File: src/rtl/regfile_pkg.sv
// Shared register-file constants and the dump walker state encoding.
package regfile_pkg;

  localparam int REG_COUNT  = 32;
  localparam int REG_ADDR_W = 5;
  localparam int XLEN       = 32;

  typedef enum logic [1:0] {
    IDLE = 2'd0,
    READ = 2'd1,
    SEND = 2'd2,
    DONE = 2'd3
  } dump_state_e;

endpackage

File: src/rtl/regfile_dump_reader.sv
// Walks the register file's second read port over every architectural register
// and streams (index, value) beats out on a valid/ready interface for debug dumps.
// Read-only towards the register file.
//
// state | meaning
// IDLE  | waiting for start; read address holds its last value
// READ  | read address = current index; value captured on the closing edge
// SEND  | captured beat presented; held until the consumer accepts it
// DONE  | one-cycle completion pulse after the last beat was accepted
//
// Note: i_rst_n is active-high and asynchronous despite its name.
module regfile_dump_reader
  import regfile_pkg::*;
#(
  parameter int NUM_REGS = REG_COUNT,
  parameter int ADDR_W   = REG_ADDR_W,
  parameter int DATA_W   = XLEN,
  parameter bit SKIP_X0  = 1'b0
) (
  input  logic              i_clk,
  input  logic              i_rst_n,
  input  logic              i_start,
  input  logic              i_abort,
  output logic [ADDR_W-1:0] o_rf_addr,
  input  logic [DATA_W-1:0] i_rf_data,
  output logic              o_out_valid,
  input  logic              i_out_ready,
  output logic [ADDR_W-1:0] o_out_addr,
  output logic [DATA_W-1:0] o_out_data,
  output logic              o_busy,
  output logic              o_done
);

  // x0 is hard-wired zero, so a skipping walk starts at index 1.
  localparam logic [ADDR_W-1:0] IDX_FIRST = SKIP_X0 ? ADDR_W'(1) : '0;
  localparam logic [ADDR_W-1:0] IDX_LAST  = ADDR_W'(NUM_REGS - 1);

  dump_state_e       r_state;
  dump_state_e       w_state_nxt;
  logic [ADDR_W-1:0] r_idx;
  logic [ADDR_W-1:0] w_idx_nxt;
  logic              w_capture;
  logic              w_handshake;
  logic [ADDR_W-1:0] r_out_addr;
  logic [DATA_W-1:0] r_out_data;

  assign w_handshake = (r_state == SEND) && i_out_ready;

  // The index only moves when entering READ, so it doubles as the read address
  // and naturally holds its last value while idle.
  assign o_rf_addr   = r_idx;
  assign o_out_valid = (r_state == SEND);
  assign o_out_addr  = r_out_addr;
  assign o_out_data  = r_out_data;
  assign o_busy      = (r_state == READ) || (r_state == SEND);
  assign o_done      = (r_state == DONE);

  // Next-state and index update; abort overrides start and any handshake.
  always_comb begin
    w_state_nxt = r_state;
    w_idx_nxt   = r_idx;
    w_capture   = 1'b0;
    if (i_abort) begin
      w_state_nxt = IDLE;
    end else begin
      case (r_state)
        IDLE: begin
          if (i_start) begin
            w_state_nxt = READ;
            w_idx_nxt   = IDX_FIRST;
          end
        end
        READ: begin
          w_capture   = 1'b1;
          w_state_nxt = SEND;
        end
        SEND: begin
          if (w_handshake) begin
            if (r_idx == IDX_LAST) begin
              w_state_nxt = DONE;
            end else begin
              w_idx_nxt   = r_idx + 1'b1;
              w_state_nxt = READ;
            end
          end
        end
        DONE: begin
          w_state_nxt = IDLE;
        end
        default: begin
          w_state_nxt = IDLE;
        end
      endcase
    end
  end

  // State and walk index registers.
  always_ff @(posedge i_clk or posedge i_rst_n) begin
    if (i_rst_n) begin
      r_state <= IDLE;
      r_idx   <= '0;
    end else begin
      r_state <= w_state_nxt;
      r_idx   <= w_idx_nxt;
    end
  end

  // Capture register: the register file writes on the same edge, so a
  // concurrent write to the register being read is seen as its old value.
  always_ff @(posedge i_clk or posedge i_rst_n) begin
    if (i_rst_n) begin
      r_out_addr <= '0;
      r_out_data <= '0;
    end else if (w_capture) begin
      r_out_addr <= r_idx;
      r_out_data <= i_rf_data;
    end
  end

endmodule

File: config.mk
export PLATFORM = sky130hd
export DESIGN_NAME = regfile_dump_reader
export DESIGN_NICKNAME = d
export VERILOG_FILES = /design/src/rtl/regfile_pkg.sv /design/src/rtl/regfile_dump_reader.sv
export SDC_FILE = /design/constraint.sdc
export NUM_CORES = 1
export LEC_CHECK = 0
export ABC_AREA = 1
export BUFFER_PORTS_ARGS = -buffer_cell sky130_fd_sc_hd__buf_2
export CAP_MARGIN = 40
export CORE_ASPECT_RATIO = 1.4
export CORE_MARGIN = 2
export CORE_UTILIZATION = 35
export CTS_CLUSTER_SIZE = 14
export DETAILED_ROUTE_END_ITERATION = 12
export GPL_ROUTABILITY_DRIVEN = 0
export GPL_TIMING_DRIVEN = 0
export PLACE_DENSITY = 0.66
export SETUP_SLACK_MARGIN = 0.5
export SLEW_MARGIN = 30
export SYNTH_ARGS = -nofsm -noshare
export SYNTH_HDL_FRONTEND = slang
export SYNTH_SLANG_ARGS = --single-unit
File: constraint.sdc
create_clock -name i_clk -period 3.7 [get_ports i_clk]
set_input_delay 0.185 -clock i_clk [delete_from_list [all_inputs] [get_ports i_clk]]
set_output_delay 0.185 -clock i_clk [all_outputs]
set_load 0.01 [all_outputs]
==> results of run 1 <==
[where the power goes]
part / switching [mW] / total [mW] / leakage (nW) / internal, mW
combinational: 0.365 / 0.802 / 0.828 / 0.437
clock: 0.146 / 0.412 / 0.0642 / 0.265
sequential: 0.104 / 0.785 / 0.543 / 0.681
total: 0.615 / 2.00 / 1.44 / 1.38
[repair_timing]
| action | CTS | global route |
|---|---|---|
| endpoints found under the setup margin | 0 | 0 |
| hold buffers | 1 | 0 |
| hold endpoints to repair | 15 | 0 |
| resized for setup | 0 | 0 |
[per-stage QoR]
| stage | std cells | area (sq um) | hold WS, ns | utilization |
|---|---|---|---|---|
| after global routing | 307 | 2580 | 0.111 | 0.478 |
| after floorplan | 149 | 1930 | 0.334 | - |
| final | 307 | 2580 | 0.124 | 0.478 |
| after global placement | 298 | 2420 | 0.415 | 0.448 |
| after CTS | 307 | 2580 | 0.110 | 0.478 |
| after detailed placement | 299 | 2440 | 0.177 | 0.452 |
[path summary, 6_finish.rpt]
check	cells after the start	from	endpoint
max	9	o_rf_addr[0]	o_rf_addr[0]
min	2	i_rf_data[30]	o_out_data[30]
max reg2reg	9	o_rf_addr[0]	o_rf_addr[0]
min reg2reg	2	o_out_addr[3]	o_out_addr[3]
max in group asynchronous	4	i_rst_n	o_rf_addr[4]
min in group asynchronous	3	i_rst_n	o_out_data[14]
[cells by family (layout without fill, tap and decap cells)]
logic type	Yosys count	count (layout)
flops	44	44
mux	36	36
compound gates	4	4
simple gates	44	44
buf+inv	15	105
fa+ha+maj	6	6
[per-layer routing]
layer  GRT usage  up-vias
met5           0        -
met4      0.0561        0
met3      0.0344        5
met2       0.218       48
met1       0.137      642
li1            -      665
[cells in the final DEF (no fill, tap or decap), drive strengths merged]
master,instances
a21oi,1
dlygate4sd3,1
nor3,1
nand3,2
bufinv,2
nor3b,1
o21ai,3
ha,6
mux2,36
clkbuf,5
dfrtp,44
nand2,33
nand4,1
buf,86
nor2,6
inv,11
[registers in the layout, indices dropped and copies added (netlist names)]
signal,count
o_out_addr,5
o_out_data,32
o_rf_addr,5
r_state,2
[cell type report]
cell class                 instances  area, sq um
buffer                             4         38.8
fill                             510         2820
tap                               68         85.1
timing repair buffer              83          435
multi-input combinational         90          751
clock inverter                     2         60.1
clock buffer                       5         68.8
sequential                        44         1100
inverter                          11         41.3
==> impl_metrics.py, run 1 <==
metrics = {
    "global_route": {
        "grt_pass1_vias": 1290,
        "grt_pass1_wl_um": 5740,
        "overflow": 0,
        "antenna_found_initial": 0,
        "grt_usage": 0.125,
        "grt_start_max_net_pins": 30,
    },
    "timing": {
        "slew_headroom": 0.765,
        "final.period_utilization": 0.450,
        "hold_viol": 0,
        "finalClockSkew_ns": 0.00396,
        "rsz0062_at_grt": "no",
        "max_clock_freq_mhz": 600,
        "worst_slew_pin_slew_ns": 0.353,
        "post-route-min-period_ns": 1.67,
        "maxSlewViolCount": 0,
        "tns_ns": 0,
        "fin_ws_ns": 2.03,
        "setup_viol": 0,
    },
    "placed_design": {
        "portBuffers": 81,
        "dp_hpwl_um": 2900,
        "pre_cts_slack_ns": 2.03,
    },
    "yosys": {
        "synth_top_family_by_area": "multiplexers",
        "syn_inst": 149,
        "ys_ff_latch": 44,
        "synth.area.mux_share": 0.245,
        "synth_xor_area_frac": 0,
        "synth_common_cells": "dfrtp_1, nand2_1, mux2_2, mux2_4, inv_1",
        "synth_compound_area_frac": 0.0104,
        "synth_seq_area_share": 0.570,
        "async_flop_share": 1.00,
        "synth_ff_type": "dfrtp_1",
        "synthSimpleGateAreaFrac": 0.0946,
        "syn_nets": 192,
        "synth_largest_area_cell": "dfrtp_1",
        "synth_edf_count": 0,
        "syn_avg_cell_area_sq_um": 13.0,
        "synth_top_cell_area_share": 0.570,
        "synthTopCellsByArea": "dfrtp_1, mux2_4, mux2_2, nand2_1, ha_1",
        "yosysWarnings": 0,
        "yosysMostFrequentCell": "dfrtp_1",
        "yosysUniqueCellTypes": 17,
        "syn-cell-area_sq_um": 1930,
        "yosys.area_share.adder": 0.0389,
    },
    "clock_network": {
        "cts.clk_slew.worst_paths_ns": 0.08,
        "cts_root_buf": "clkbuf_8",
        "cts_sinks": 44,
        "cts_setup_buffers": 0,
        "clock_path_buffers": 2,
        "htree_levels": 2,
        "numCtsBuffers": 5,
        "clock_latency_ns": 0.28,
        "cts_tree": "built",
    },
    "route": {
        "wl_met2_um": 1940,
        "met1_length_um": 1420,
        "wl_per_cell_um": 11.9,
        "top_layer": "met4",
        "vias": 1360,
        "drtIter0Drc": 58,
        "ant_nets": 0,
        "drtPass1Iterations": 4,
        "finalWirelength_um": 3660,
        "drc": 0,
        "met3_length_um": 229,
        "avgViaCountPerCell": 4.43,
    },
    "pwr": {
        "total_power_mw": 2.00,
        "peakVddDrop_uv": 440,
        "leakagePower_nw": 1.44,
        "powerDensity_nw_per_um2": 774,
    },
    "setup_path": {
        "worst-path-buf-inv": 0,
        "path_cells": "ha_1, nand2_1, nor2_1, ha_1, nand2_1, nand2_1, nor3_2, nand2_1, nand2_1",
        "slowest_delay_ns": 0.45,
        "cp.required_ns": 3.93,
        "r2r_slack_ns": 2.03,
        "cp_max_fo": 7,
        "end_kind": "flop",
        "cpMaxStageDelayCell": "dfrtp_1",
        "cp_top_family": "simple AND/OR/NAND/NOR gates",
        "arrival_ns": 1.89,
        "start_kind": "flop",
        "crit_top_cell": "nand2_1",
        "critPathKind": "reg -> reg",
    },
    "final_layout": {
        "drive_above_1_share": 0.561,
        "layout.nets": 282,
        "syn_to_final_growth_pct": 33.6,
        "antenna-diode-count": 0,
    },
    "floorplan": {
        "start_util": 0.357,
        "dieArea_sq_um": 6140,
        "die_w_um": 66.8,
        "rows": 32,
        "dieHeight_um": 91.9,
        "pin_count": 82,
        "core_sq_um": 5410,
    },
    "outcome": {
        "status": "completed",
    },
    "min_path": {
        "hold_class": "in -> reg",
    },
    "job": {
        "maxCapViolCount": 0,
    },
}
Power figures use the tool's default switching activity.
==> inputs of run 2 (changes only) <==
ABC_AREA = 0   (was 1)
PLACE_DENSITY = 0.68   (was 0.66)
clock period = 1.4 ns   (was 3.7 ns; I/O delays follow)
==> run 2 against run 1 <==
Compared with the run above: the flow now finishes with violations (negative setup slack); sequential share of layout area is 13 points lower; register-to-register slack worse by 2.4 ns; via count is 20% higher; cell area is 43% higher; die area is 1.7% lower; final cell count is 18% higher; hold slack worse by 0.11 ns; first-iteration DRC count is 60% lower; critical path depth is 3 lower; maximum frequency is 5.0% lower; critical path type unchanged; largest cell class is now buffers; highest routed layer unchanged.
==> impl_metrics.py, run 2 <==
metrics = {
    "setup_path": {
        "reg2reg_from": "o_rf_addr[0]",
        "critPathKind": "reg -> reg",
        "r2r_end": "o_rf_addr[0]",
        "cp.required_ns": 1.58,
        "cpMaxStageDelayCell": "dfrtp_2",
        "setup.worst_path.end": "o_rf_addr[0]",
        "start_kind": "flop",
        "critPathLaunch": "o_rf_addr[0]",
        "worst-path-buf-inv": 0,
        "worstSetupPathDepth": 6,
        "reg2reg_depth": 6,
        "cp_top_family": "flip-flops",
        "r2r_slack_ns": -0.35,
        "path_cells": "ha_4, and3_4, ha_4, nand2b_4, a211oi_4, mux2_4",
        "crit_top_cell": "ha_4",
        "arrival_ns": 1.94,
        "end_kind": "flop",
        "cp_max_fo": 2,
        "slowest_delay_ns": 0.43,
    },
    "yosys": {
        "synthTopCellsByArea": "dfrtp_1, mux2_2, ha_1, buf_6, nand2b_1",
        "synth_top_cell_area_share": 0.580,
        "syn_inst": 129,
        "yosysUniqueCellTypes": 25,
        "yosysWarnings": 0,
        "syn_nets": 172,
        "synth_largest_area_cell": "dfrtp_1",
        "async_flop_share": 1.00,
        "syn-cell-area_sq_um": 1900,
        "yosysMostFrequentCell": "dfrtp_1",
        "ys_ff_latch": 44,
        "synth_seq_area_share": 0.580,
        "synth_ff_type": "dfrtp_1",
        "syn_avg_cell_area_sq_um": 14.7,
        "synth_common_cells": "dfrtp_1, mux2_2, ha_1, inv_1",
        "synth_edf_count": 0,
    },
    "timing": {
        "fin_ws_ns": -0.354,
        "maxSlewViolCount": 0,
        "rsz0062_at_grt": "yes",
        "finalClockSkew_ns": 0.00805,
        "worst_slew_pin_slew_ns": 0.532,
        "final.period_utilization": 1.25,
        "setup_viol": 44,
        "hold_viol": 0,
        "post-route-min-period_ns": 1.75,
        "max_clock_freq_mhz": 570,
        "slew_headroom": 0.643,
        "tns_ns": -8.39,
    },
    "final_layout": {
        "drive_above_1_share": 0.722,
        "largest_register_ff_count": 32,
        "layout.nets": 337,
        "antenna-diode-count": 0,
        "final_cell_mix": "buf_2, dfrtp_1, mux2_4",
        "mostFrequentLayoutCell": "buf_2",
        "final_cells": 361,
        "syn_to_final_growth_pct": 94.0,
    },
    "pwr": {
        "internal_power_mw": 4.44,
        "pwr-share-seq": 0.335,
        "powerDensity_nw_per_um2": 1710,
        "peakVddDrop_uv": 723,
        "pwr-share-comb": 0.505,
        "switchingPower_mw": 1.84,
        "power.share.switching": 0.292,
        "clkPwrFrac": 0.160,
        "total_power_mw": 6.28,
        "leakagePower_nw": 1.81,
    },
    "floorplan": {
        "rows": 31,
        "pin_count": 82,
        "start_util": 0.365,
        "dieArea_sq_um": 6040,
        "die_w_um": 66.2,
        "dieHeight_um": 91.1,
        "core_sq_um": 5200,
    },
    "placed_design": {
        "portBuffers": 81,
        "dp_hpwl_um": 2940,
        "dp_cells": 277,
    },
    "global_route": {
        "grt_start_max_net_pins": 25,
        "grt_pass1_wl_um": 7420,
        "grt_usage": 0.160,
        "grt_busiest_layer": "met2",
        "overflow": 0,
        "use_met3": 0.0310,
        "grt_use_met2": 0.275,
        "grt_pass1_vias": 1531,
        "antenna_found_initial": 0,
        "gr-usage-met1": 0.204,
    },
    "clock_network": {
        "numCtsBuffers": 5,
        "htree_levels": 2,
        "clock_path_buffers": 2,
        "cts_root_buf": "clkbuf_8",
        "cts_tree": "built",
        "cts_sinks": 44,
        "clock_latency_ns": 0.29,
        "cts.clk_slew.worst_paths_ns": 0.09,
    },
    "outcome": {
        "status": "complete, but fails checks",
        "failed_checks": "negative setup slack",
    },
    "job": {
        "maxCapViolCount": 0,
    },
    "route": {
        "wl_per_cell_um": 14.7,
        "drtIter0Drc": 23,
        "drtPass1Iterations": 3,
        "avgViaCountPerCell": 4.53,
        "finalWirelength_um": 5310,
        "drc": 0,
        "vias": 1635,
        "ant_nets": 0,
    },
    "min_path": {
        "min_from": "i_rf_data[25]",
        "hold_class": "in -> reg",
    },
}
[run 2: per-layer routing]
| metal | vias up | part of all wire |
|---|---|---|
| li1 | 786 | - |
| met1 | 777 | 0.41 |
| met2 | 65 | 0.52 |
| met3 | 7 | 0.051 |
| met4 | 0 | 0.013 |
| met5 | - | 0 |
[run 2: power by group through the flow]
stage,Combinational [mW],Clock (mW),Sequential [mW]
after floorplan,1.13,0,2.36
after global placement,2.10,0,2.08
after detailed placement,2.11,0,2.12
after CTS,2.62,1.06,2.08
after global routing,3.39,1.12,2.15
final,3.17,1.01,2.10
[run 2: cell families after synthesis]
kind of cell	synth area share
buf+inv	0.0382
flops	0.580
fa+ha+maj	0.0396
simple gates	0.0593
mux	0.238
compound gates	0.0448
[run 2: worst min-delay path by stage]
stage                endpoint  cells after the start  slack [ns]
2_1_floorplan   o_out_addr[0]                      1        0.07
3_3_place_gp    o_out_data[3]                      2        0.30
3_5_place_dp    o_out_addr[3]                      2        0.17
4_1_cts        o_out_data[25]                      2      0.0005
5_1_grt        o_out_data[25]                      2       0.001
6_report       o_out_data[25]                      2        0.02
[run 2: final cells by class]
| cell class | instances | area, sq um |
|---|---|---|
| Sequential cell | 44 | 1110 |
| Clock inverter | 2 | 38.8 |
| Clock buffer | 6 | 82.6 |
| Buffer | 5 | 95.1 |
| Inverter | 6 | 31.3 |
| Timing Repair Buffer | 157 | 1260 |
| Fill cell | 356 | 1520 |
| Tap cell | 66 | 82.6 |
| Timing Repair inverter | 1 | 5.00 |
| Multi-Input combinational cell | 74 | 983 |
[run 2: repair_timing]
action / CTS / global route
pin swaps: 2 / 7
resized for setup: 24 / 17
cloned: 3 / 1
endpoints found under the hold margin: 32 / 12
hold buffers: 10 / 12
endpoints found under the setup margin: 67 / 110
setup buffers: 20 / 30
[run 2: through the flow]
stage / cell area, sq um / util / setup WS (ns) / hold WS [ns]
after CTS: 3250 / 0.626 / -0.386 / 0.000487
after global routing: 3680 / 0.708 / -0.412 / 0.00120
after floorplan: 2130 / - / -0.407 / 0.0742
after detailed placement: 2650 / 0.510 / -0.483 / 0.166
after global placement: 2620 / 0.505 / -0.475 / 0.301
final: 3680 / 0.708 / -0.354 / 0.0168
